## src/rtl/regfile_scoreboard_if.sv

```systemverilog
// regfile_scoreboard_if: write, lock and dual read port bundle for the scoreboarded register file
interface regfile_scoreboard_if #(
    parameter int DATA_W = 32,
    parameter int ADDR_W = 3
);
    logic              RegWrite;
    logic [ADDR_W-1:0] WriteReg;
    logic [DATA_W-1:0] WriteData;
    logic              LockEn;
    logic [ADDR_W-1:0] LockReg;
    logic [ADDR_W-1:0] ReadReg1;
    logic [ADDR_W-1:0] ReadReg2;
    logic [DATA_W-1:0] ReadData1;
    logic [DATA_W-1:0] ReadData2;
    logic              Busy1;
    logic              Busy2;
    modport master (
        output RegWrite, WriteReg, WriteData, LockEn, LockReg, ReadReg1, ReadReg2,
        input  ReadData1, ReadData2, Busy1, Busy2
    );
    modport slave (
        input  RegWrite, WriteReg, WriteData, LockEn, LockReg, ReadReg1, ReadReg2,
        output ReadData1, ReadData2, Busy1, Busy2
    );
endinterface

```

## src/rtl/regfile_scoreboard.sv

```systemverilog
// regfile_scoreboard: register file with per-register pending bits for multicycle producers
// and optional same-cycle write-to-read forwarding.
module regfile_scoreboard #(
    parameter int DATA_W = 32,
    parameter int ADDR_W = 3,
    parameter int BYPASS = 1
) (
    input logic clk,
    input logic rst,
    regfile_scoreboard_if.slave bus
);
    localparam int DEPTH = 2 ** ADDR_W;
    logic [DATA_W-1:0] regs [DEPTH];
    logic [DEPTH-1:0]  pending;
    logic              wr_ok;
    logic              fwd1;
    logic              fwd2;
    logic              zero1;
    logic              zero2;
    assign wr_ok = bus.RegWrite && bus.WriteReg != '0;
    // the lock is applied after the write so a same-cycle lock wins the pending bit
    always_ff @(posedge clk or posedge rst) begin
        if (rst) begin
            for (int i = 0; i < DEPTH; i++) regs[i] <= '0;
            pending <= '0;
        end else begin
            if (wr_ok) begin
                regs[bus.WriteReg]    <= bus.WriteData;
                pending[bus.WriteReg] <= 1'b0;
            end
            if (bus.LockEn && bus.LockReg != '0) pending[bus.LockReg] <= 1'b1;
        end
    end
    assign fwd1  = BYPASS != 0 && wr_ok && bus.WriteReg == bus.ReadReg1;
    assign fwd2  = BYPASS != 0 && wr_ok && bus.WriteReg == bus.ReadReg2;
    assign zero1 = rst || bus.ReadReg1 == '0;
    assign zero2 = rst || bus.ReadReg2 == '0;
    always_comb begin
        bus.ReadData1 = zero1 ? '0 : fwd1 ? bus.WriteData : regs[bus.ReadReg1];
        bus.ReadData2 = zero2 ? '0 : fwd2 ? bus.WriteData : regs[bus.ReadReg2];
        bus.Busy1     = !zero1 && !fwd1 && pending[bus.ReadReg1];
        bus.Busy2     = !zero2 && !fwd2 && pending[bus.ReadReg2];
    end
endmodule

```

## src/flat_wrapper.sv

```systemverilog
// flat-port wrapper written by rule: the top's interface ports become plain ports
module regfile_scoreboard_flat 
#(
    parameter int DATA_W = 32,
    parameter int ADDR_W = 3,
    parameter int BYPASS = 1
)
  (clk, rst, bus_RegWrite, bus_WriteReg, bus_WriteData, bus_LockEn, bus_LockReg, bus_ReadReg1, bus_ReadReg2, bus_ReadData1, bus_ReadData2, bus_Busy1, bus_Busy2);
  regfile_scoreboard_if #(.DATA_W(DATA_W), .ADDR_W(ADDR_W)) bus_i ();
  input logic clk;
  input logic rst;
  input wire logic [$bits(bus_i.RegWrite)-1:0] bus_RegWrite;
  input wire logic [$bits(bus_i.WriteReg)-1:0] bus_WriteReg;
  input wire logic [$bits(bus_i.WriteData)-1:0] bus_WriteData;
  input wire logic [$bits(bus_i.LockEn)-1:0] bus_LockEn;
  input wire logic [$bits(bus_i.LockReg)-1:0] bus_LockReg;
  input wire logic [$bits(bus_i.ReadReg1)-1:0] bus_ReadReg1;
  input wire logic [$bits(bus_i.ReadReg2)-1:0] bus_ReadReg2;
  output wire logic [$bits(bus_i.ReadData1)-1:0] bus_ReadData1;
  output wire logic [$bits(bus_i.ReadData2)-1:0] bus_ReadData2;
  output wire logic [$bits(bus_i.Busy1)-1:0] bus_Busy1;
  output wire logic [$bits(bus_i.Busy2)-1:0] bus_Busy2;
  assign bus_i.RegWrite = bus_RegWrite;
  assign bus_i.WriteReg = bus_WriteReg;
  assign bus_i.WriteData = bus_WriteData;
  assign bus_i.LockEn = bus_LockEn;
  assign bus_i.LockReg = bus_LockReg;
  assign bus_i.ReadReg1 = bus_ReadReg1;
  assign bus_i.ReadReg2 = bus_ReadReg2;
  assign bus_ReadData1 = bus_i.ReadData1;
  assign bus_ReadData2 = bus_i.ReadData2;
  assign bus_Busy1 = bus_i.Busy1;
  assign bus_Busy2 = bus_i.Busy2;
  regfile_scoreboard #(.DATA_W(DATA_W), .ADDR_W(ADDR_W), .BYPASS(BYPASS)) u_core (.clk(clk), .rst(rst), .bus(bus_i));
endmodule
```

## config.mk

```make
export PLATFORM = sky130hd
export DESIGN_NAME = regfile_scoreboard_flat
export DESIGN_NICKNAME = d
export VERILOG_FILES = /design/src/rtl/regfile_scoreboard_if.sv /design/src/rtl/regfile_scoreboard.sv /design/src/flat_wrapper.sv
export SDC_FILE = /design/constraint.sdc
export NUM_CORES = 1
export LEC_CHECK = 0
export BUFFER_PORTS_ARGS = -buffer_cell sky130_fd_sc_hd__buf_2
export CORE_MARGIN = 1
export CORE_UTILIZATION = 31
export DETAILED_ROUTE_END_ITERATION = 16
export SKIP_CTS_REPAIR_TIMING = 1
export SYNTH_ARGS = -nofsm -noshare
export SYNTH_HDL_FRONTEND = slang
export SYNTH_SLANG_ARGS = --single-unit
```

## constraint.sdc

```tcl
create_clock -name clk -period 8 [get_ports clk]
set_clock_uncertainty 0.1 [all_clocks]
set_input_delay 0.4 -clock clk [delete_from_list [all_inputs] [get_ports clk]]
set_output_delay 0.4 -clock clk [all_outputs]
set_load 0.1 [all_outputs]
```

# Word-level counts from Yosys, hierarchy flattened
# Cells that the tools add are included.
dict set report totals {
  mem_bits_rw 0
  elab_cells 71
  regBits 264
  latch_bits 0
  n_memories 0
  mem_bits_ro 0
}
dict set report classes {
  shift 0
  bitwise_logic 6
  eq_ne 2
  multipliers 0
  n_div 0
  n_addsub 0
  mux 23
  n_reduce_logical 21
  n_lt_le_gt_ge 10
}
# cell n
set op_table {}
lappend op_table {{$mux W32} 9}
lappend op_table {{$bwmux W256} 1}
lappend op_table {{$bmux W32 S3} 2}
lappend op_table {{$demux W32 S3} 1}
lappend op_table {{$lt A3 B4 Y1 const B} 4}
lappend op_table {{$mux W8} 2}
lappend op_table {{$ge A4 B4 Y1 const B} 3}
lappend op_table {{$not A3 Y4} 3}
lappend op_table {{$logic_and A1 B1 Y1} 11}
lappend op_table {{$and A8 B8 Y8} 1}
lappend op_table {{$not A8 Y8} 1}
lappend op_table {{$or A8 B8 Y8} 1}
lappend op_table {{$bmux W1 S3} 2}
lappend op_table {{$demux W1 S3} 2}
lappend op_table {{$eq A3 B3 Y1} 2}
lappend op_table {{$ge A3 B1 Y1 const B} 2}
lappend op_table {{$logic_not A3 Y1} 2}
lappend op_table {{$reduce_bool A3 Y1} 2}
lappend op_table {{$logic_not A1 Y1} 4}
lappend op_table {{$lt A4 B1 Y1 const B} 1}
lappend op_table {{$mux W1} 4}
lappend op_table {{$logic_or A1 B1 Y1} 2}

# Longest topological paths before layout
# Gate-level depths: netlist (run 1).
dict set report logic_depth {
  depth_word 9
  ltp_mapped 7
  mapped_depth_nobuf 4
}

# Worst setup path before layout (run 1)
# OpenSTA, ideal clock, no wires.
dict set report synth_path {
  path_kind {input -> output}
  startpoint {in rst}
  endpoint {out bus_ReadData2[10]}
  arrival_ns 8.649
  required_time_ns 7.500
  n_path_buf 1
  path_slack_ns -1.149
  path_stages 4
  cell_sequence {inv_1 o31ai_1 clkbuf_1 a211oi_1}
}
dict set report synth_between {
  elab_chain_cells 2
}
# element line
set synth_lines {}
lappend synth_lines {{start: declaration} flat_wrapper.sv:11} ;# input logic rst;
lappend synth_lines {{$logic_or A1 B1 Y1} regfile_scoreboard.sv:37} ;# assign zero2 = rst || bus.ReadReg2 == '0;
lappend synth_lines {{$mux W32} regfile_scoreboard.sv:40} ;# bus.ReadData2 = zero2 ? '0 : fwd2 ? bus.WriteData : regs[bus.ReadReg2];
lappend synth_lines {{end: declaration} flat_wrapper.sv:20} ;# output wire logic [$bits(bus_i.ReadData2)-1:0] bus_ReadData2;
# Every way passes these cells.

# Final worst setup path (run 1)
dict set report layout_path {
  startpoint {in bus_ReadReg1[1]}
  endpoint {out bus_ReadData1[6]}
}
dict set report layout_between {
  elab_chain_cells 6
}
# element line
set layout_lines {}
lappend layout_lines {{start: declaration} flat_wrapper.sv:17} ;# input wire logic [$bits(bus_i.ReadReg1)-1:0] bus_ReadReg1;
lappend layout_lines {{$not A3 Y4 (implied by the code)} regfile_scoreboard.sv:39} ;# bus.ReadData1 = zero1 ? '0 : fwd1 ? bus.WriteData : regs[bus.ReadReg1];
lappend layout_lines {{$bmux W32 S3} regfile_scoreboard.sv:39}
lappend layout_lines {{$mux W32 (implied by the code) (2 in series)} regfile_scoreboard.sv:39}
lappend layout_lines {{$mux W32} regfile_scoreboard.sv:39}
lappend layout_lines {{$mux W32 (*)} regfile_scoreboard.sv:39}
lappend layout_lines {{end: declaration} flat_wrapper.sv:19} ;# output wire logic [$bits(bus_i.ReadData1)-1:0] bus_ReadData1;
# Mark *: on every way between the ends. The rest lies on a longest branch, timed or not. The select of a mux whose other input is x is not followed.

==> results of run 1 <==
power by group:
group / leakage (nW) / switching (W) / internal, W
Clock: 0.406 / 0.000505 / 0.000653
Sequential: 2.77 / 0.000179 / 0.00143
Combinational: 3.61 / 0.000779 / 0.000494
how the worst max path moves through the flow:
stage,slack (ns),to
after floorplan,1.64,bus_ReadData2[10]
after global placement,3.80,bus_ReadData1[16]
after detailed placement,3.76,bus_ReadData1[9]
after CTS,3.75,bus_ReadData1[9]
after global routing,3.62,bus_ReadData1[6]
final,3.74,bus_ReadData1[6]
cells in the final DEF, fill, tap and decap left out, types with 34 or more instances in the layout:
| master | synthesis | layout |
|---|---|---|
| and3b_1 | 34 | 34 |
| buf_2 | 56 | 109 |
| o211ai_1 | 64 | 64 |
| mux2_2 | 224 | 224 |
| mux4_2 | 66 | 66 |
| a211oi_1 | 100 | 100 |
| o22ai_1 | 66 | 66 |
| nand2_1 | 71 | 71 |
| a21oi_1 | 66 | 66 |
| nand4_1 | 65 | 65 |
| dfrtp_1 | 231 | 231 |
| buf_4 | 3 | 42 |
| inv_1 | 36 | 35 |
synthesized netlist by cell type (all sizes together), types with 36 or more instances:
master	n
dfrtp	231
mux2	224
a211oi	130
clkbuf	76
buf	73
nand2	71
a21oi	66
mux4	66
o22ai	66
nand4	65
o211ai	64
inv	36
kinds of logic after synthesis:
kind of cell / Yosys count / synth area share
compound gates: 339 / 0.1700
mux: 292 / 0.2783
simple gates: 219 / 0.09474
buf+inv: 185 / 0.05515
xor+xnor: 4 / 0.002420
flops: 231 / 0.3993
per-stage QoR:
step,hold slack [ns],power (W),instance area [um^2],util,std cells
2_1_floorplan,0.3609,0.002583,14480,-,1270
3_3_place_gp,0.3868,0.002861,15540,0.3403,1872
3_5_place_dp,0.3932,0.002890,15540,0.3403,1872
4_1_cts,-0.06985,0.004059,16360,0.3582,1919
5_1_grt,0.1017,0.004215,16390,0.3588,1922
6_report,0.07630,0.004038,16390,0.3589,1924
metal layers:
| metal | GRT usage | wire length, um | vias to the layer above |
|---|---|---|---|
| li1 | - | - | 5039 |
| met1 | 0.2685 | 19820 | 5938 |
| met2 | 0.3198 | 22840 | 581 |
| met3 | 0.04770 | 4081 | 98 |
| met4 | 0.06410 | 1537 | 0 |
| met5 | 0 | 0 | - |
worst max-delay path, cell delays in order:
cell	delay [ns]
buf_4	0.56
buf_4	0.73
nor4b_4	0.08
o211a_1	0.28
a41oi_4	0.72
buf_4	0.49
a211oi_2	0.13
buf_2	0.32
layout make-up:
class	count	area (um^2)	area share
clock inverters	12	68.82	0.004198
multi-input cells	854	8013	0.4888
inverters	36	138.9	0.008472
repair buffers	154	890.9	0.05434
flip-flops and latches	231	5781	0.3526
clock buffers	35	745.7	0.04549
diodes	2	5.005	0.0003053
well taps	600	750.7	0.04579
state kept, by name, indices dropped and copies added, names as in the netlist:
register        cells
u_core.regs       224
u_core.pending      7
==> results.py, run 1 <==
metrics = {
    "logic_synthesis": {
        "synth-seq-area-share": 0.3993,
        "synth_top_flop_cell": "dfrtp_1",
        "synth.yosys.warnings": 0,
        "netlist-cell-type-count": 34,
        "post_synth.cell_area_avg_um2": 11.40,
        "synth_area_leaders": "dfrtp_1 (40%), mux2_2 (17%), mux4_2 (10%)",
        "yosysTopAreaCell": "dfrtp_1",
        "netlist.area_leader.share": 0.3993,
        "netlist_area_um2": 14480,
        "synthesis.nets": 1318,
        "syn-instance-count": 1270,
        "synth_edf_count": 0,
        "yosys_register_bits": 231,
        "synth-async-reset-ratio": 1.000,
    },
    "critical_path": {
        "worst_ep_required_time_ns": 7.50,
        "worst_r2r_endpoint": "u_core.pending[4]",
        "critical_path_origin": "bus_ReadReg1[1]",
        "crit_path_end_kind": "output pin",
        "worst_ep_arrival_time_ns": 3.76,
        "crit_path_max_fanout": 54,
        "rr_startpoint": "u_core.pending[4]",
        "rrSetupSlack_ns": 6.70,
        "r2r_cells": 3,
        "worstSetupStartpointType": "primary input",
        "worstSetupPathType": "primary input to output pin",
    },
    "drt": {
        "firstDrtPassIters": 5,
        "route.detailed.drc": 0,
        "drt-wirelength-per-cell_um": 25.09,
        "ant_nets": 0,
        "drt-initial-drc-count": 1188,
        "detailroute.via_count": 11656,
        "wirelength_um": 48280,
        "viasPerCell": 6.058,
    },
    "final_layout": {
        "area_growth_syn_to_layout_pct": 13.25,
        "n_fill_cell": 4532,
        "final_layout_size_suffix_gt1_frac": 0.3994,
        "final_nets": 1351,
    },
    "floorplanning": {
        "std_cell_rows": 78,
        "die_x_um": 218.1,
        "start_util": 0.3169,
        "core_area_um2": 45670,
        "chipHeight_um": 218.1,
        "die-area_um2": 47560,
        "pin_count": 114,
    },
    "place": {
        "place_hpwl_um": 29810,
        "preCtsSetupSlack_ns": 3.760,
        "io_buffers": 113,
        "gpl.final_weighted_congestion": 0.7991,
    },
    "hold_path": {
        "hold_start": "bus_LockReg[0]",
        "min_delay_worst_endpoint": "u_core.pending[7]",
        "worst_min_delay_path_class": "primary input to flip-flop",
        "min_path_cells": 3,
    },
    "sta": {
        "max_slew_violation_count": 0,
        "max_slew_margin": 0.2428,
        "tightest_slew_ns": 1.132,
        "timing.final.setup_violations": 0,
        "max_clock_freq_mhz": 235.0,
        "rsz0062_at_grt": "no",
        "postLayoutSetupSlackWorst_ns": 3.744,
        "finalWorstPathRequiredPeriod_ns": 4.256,
        "count_of_endpoints_failing_hold_in_the_final_timing_report": 0,
        "layout_worst_path_cycle_share": 0.5320,
        "fin_tns_setup_ns": 0,
    },
    "global_routing": {
        "grt_pass1_vias": 11600,
        "grt_pass1_wl_um": 73150,
        "grtUsageTotal": 0.2011,
        "antenna_violations_before_repair": 0,
        "pin_count_of_the_biggest_net_entering_global_routing": 83,
        "grt_overflow_total": 0,
    },
    "clock_network": {
        "htreeDepth": 1,
        "clock_tree_from_tritoncts": "done",
        "numCtsBuffers": 26,
        "cts_max_path_buffers": 3,
        "cts_root_buffer": "clkbuf_16",
        "cts_sinks": 231,
        "clock_insertion_delay_worst_skew_ns": 0.55,
        "clk_pin_slew_ns": 0.06,
    },
    "flow_run": {
        "maxCapViolCount": 0,
    },
    "power_and_ir_drop": {
        "leakagePower_nw": 6.782,
        "power.density_cell_area_nw_per_um2": 246.3,
        "power.ir.vdd_worst_mv": 0.1513,
    },
    "status": {
        "outcome": "finished, final reports clean",
    },
}
Power figures use the tool's default switching activity.
==> run 2, diff against run 1 <==
==> constraint.sdc (replaced) <==
create_clock -name clk -period 4.15 [get_ports clk]
set_clock_uncertainty 0.1 [all_clocks]
set_input_delay 0.2075 -clock clk [delete_from_list [all_inputs] [get_ports clk]]
set_output_delay 0.2075 -clock clk [all_outputs]
set_load 0.1 [all_outputs]
==> results.py, run 2 (same netlist as run 1, synthesis figures left out) <==
metrics = {
    "global_routing": {
        "global_route_met1_usage": 0.2737,
        "globalRoute.busiestLayer": "met2",
        "use_met3": 0.04379,
        "grt_overflow_total": 0,
        "grt_pass1_vias": 11846,
        "grtUsageTotal": 0.2070,
        "antenna_violations_before_repair": 2,
        "grt_pass1_wl_um": 74780,
        "pin_count_of_the_biggest_net_entering_global_routing": 160,
        "global_route.usage.met2": 0.3280,
    },
    "clock_network": {
        "numCtsBuffers": 27,
        "cts_sinks": 231,
        "clk_pin_slew_ns": 0.06,
        "cts_max_path_buffers": 3,
        "cts_root_buffer": "clkbuf_16",
        "htreeDepth": 1,
        "clock_insertion_delay_worst_skew_ns": 0.55,
        "clock_tree_from_tritoncts": "done",
    },
    "status": {
        "outcome": "finished, final reports clean",
    },
    "critical_path": {
        "crit_chain": "buf_4 > buf_4 > and2_1 > buf_4 > a211oi_1 > a21oi_1 > a211oi_2 > buf_2",
        "critical_path.slowest_cell": "buf_4",
        "worst_ep_arrival_time_ns": 2.84,
        "rrSetupSlack_ns": 2.84,
        "worst_r2r_endpoint": "u_core.pending[7]",
        "worstSetupStartpointType": "primary input",
        "crit_path_end_kind": "output pin",
        "crit_path_max_incr_delay_ns": 0.59,
        "worstSetupPathType": "primary input to output pin",
        "worst_ep_required_time_ns": 3.84,
        "r2r_cells": 3,
        "crit_path_frequent_cell": "buf_4",
        "rr_startpoint": "u_core.pending[7]",
        "crit_path_max_fanout": 57,
    },
    "drt": {
        "detailroute.via_count": 12001,
        "wirelength_um": 49940,
        "route.detailed.drc": 0,
        "drt-wirelength-per-cell_um": 25.31,
        "viasPerCell": 6.083,
        "firstDrtPassIters": 5,
        "ant_nets": 0,
        "drt-initial-drc-count": 1163,
    },
    "hold_path": {
        "worst_min_delay_path_class": "primary input to async pin",
    },
    "sta": {
        "layout_worst_path_cycle_share": 0.7582,
        "finalWorstPathRequiredPeriod_ns": 3.147,
        "fin_tns_setup_ns": 0,
        "rsz0062_at_grt": "no",
        "count_of_endpoints_failing_hold_in_the_final_timing_report": 0,
        "max_slew_violation_count": 0,
        "fin_hold_ws_ns": 0.07360,
        "timing.final.setup_violations": 0,
        "tightest_slew_ns": 1.156,
        "max_slew_margin": 0.2291,
        "max_clock_freq_mhz": 317.8,
    },
    "power_and_ir_drop": {
        "leakagePower_nw": 7.096,
        "power.density_cell_area_nw_per_um2": 468.2,
        "power.ir.vdd_worst_mv": 0.3820,
    },
    "floorplanning": {
        "start_util": 0.3169,
        "pin_count": 114,
        "core_area_um2": 45670,
        "die-area_um2": 47560,
        "die_x_um": 218.1,
        "chipHeight_um": 218.1,
        "std_cell_rows": 78,
    },
    "final_layout": {
        "final_layout_size_suffix_gt1_frac": 0.4188,
        "leading_registers_by_flop_count": "u_core.regs x224, u_core.pending x7",
        "layout.cells.most_common_list": "dfrtp_1 (231), mux2_2 (224), buf_2 (106)",
        "final_nets": 1402,
        "largest-register": "u_core.regs",
        "count_of_antenna_diodes_in_the_layout": 0,
        "area_growth_syn_to_layout_pct": 18.90,
        "layout_commonest_cell": "dfrtp_1",
        "max_reg_flops": 224,
    },
    "flow_run": {
        "maxCapViolCount": 0,
    },
    "place": {
        "gpl.final_weighted_congestion": 0.7812,
        "io_buffers": 113,
        "place_hpwl_um": 30500,
    },
}
## run 2: cell type report
class,count,area [um^2]
Fill cell,4437,28460
Multi-Input combinational cell,854,8200
Sequential cell,231,5781
Timing Repair Buffer,204,1441
Clock buffer,42,812.0
Tap cell,600,750.7
Inverter,36,138.9
Clock inverter,6,87.58
## run 2: worst max-delay path, delay by kind of cell
family | cells | cell delay [ns]
buffers and inverters | 4 | 1.74
AOI/OAI and AO/OA | 3 | 0.62
and+or+nand+nor | 1 | 0.21
## run 2: stage by stage
stage          cells    util  power, W  setup WS [ns]  cell area (um^2)
6_report        1973  0.3768  0.008058          1.003             17210
3_5_place_dp    1885  0.3484  0.005622         0.9958             15910
5_1_grt         1973  0.3768  0.008408         0.9155             17210
3_3_place_gp    1885  0.3484  0.005545          1.033             15910
2_1_floorplan   1270       -  0.005024         -1.081             14690
4_1_cts         1933  0.3681  0.008076         0.9956             16810
## run 2: power breakdown
part	switching [W]	leakage, nW	internal (W)
logic	0.00153	3.88	0.00102
clock network	0.000964	0.444	0.00146
registers	0.000339	2.77	0.00275
## run 2: metal layers
layer	wire, um	share of wire
met3	4001	0.080
met2	23420	0.47
met1	20560	0.41
met5	22	0.00044
met4	1933	0.039
## run 2: worst max path at each step
stage | from | end | slack, ns | cells after the start
floorplan | rst | bus_ReadData1[11] | -1.08 | 4
global placement | bus_ReadReg2[1] | bus_ReadData2[22] | 1.03 | 8
detailed placement | bus_ReadReg2[1] | bus_ReadData2[20] | 1.0 | 8
CTS | bus_ReadReg2[1] | bus_ReadData2[20] | 1.0 | 8
global route | bus_ReadReg2[1] | bus_ReadData2[0] | 0.92 | 8
finish | bus_ReadReg2[1] | bus_ReadData2[0] | 1.00 | 8
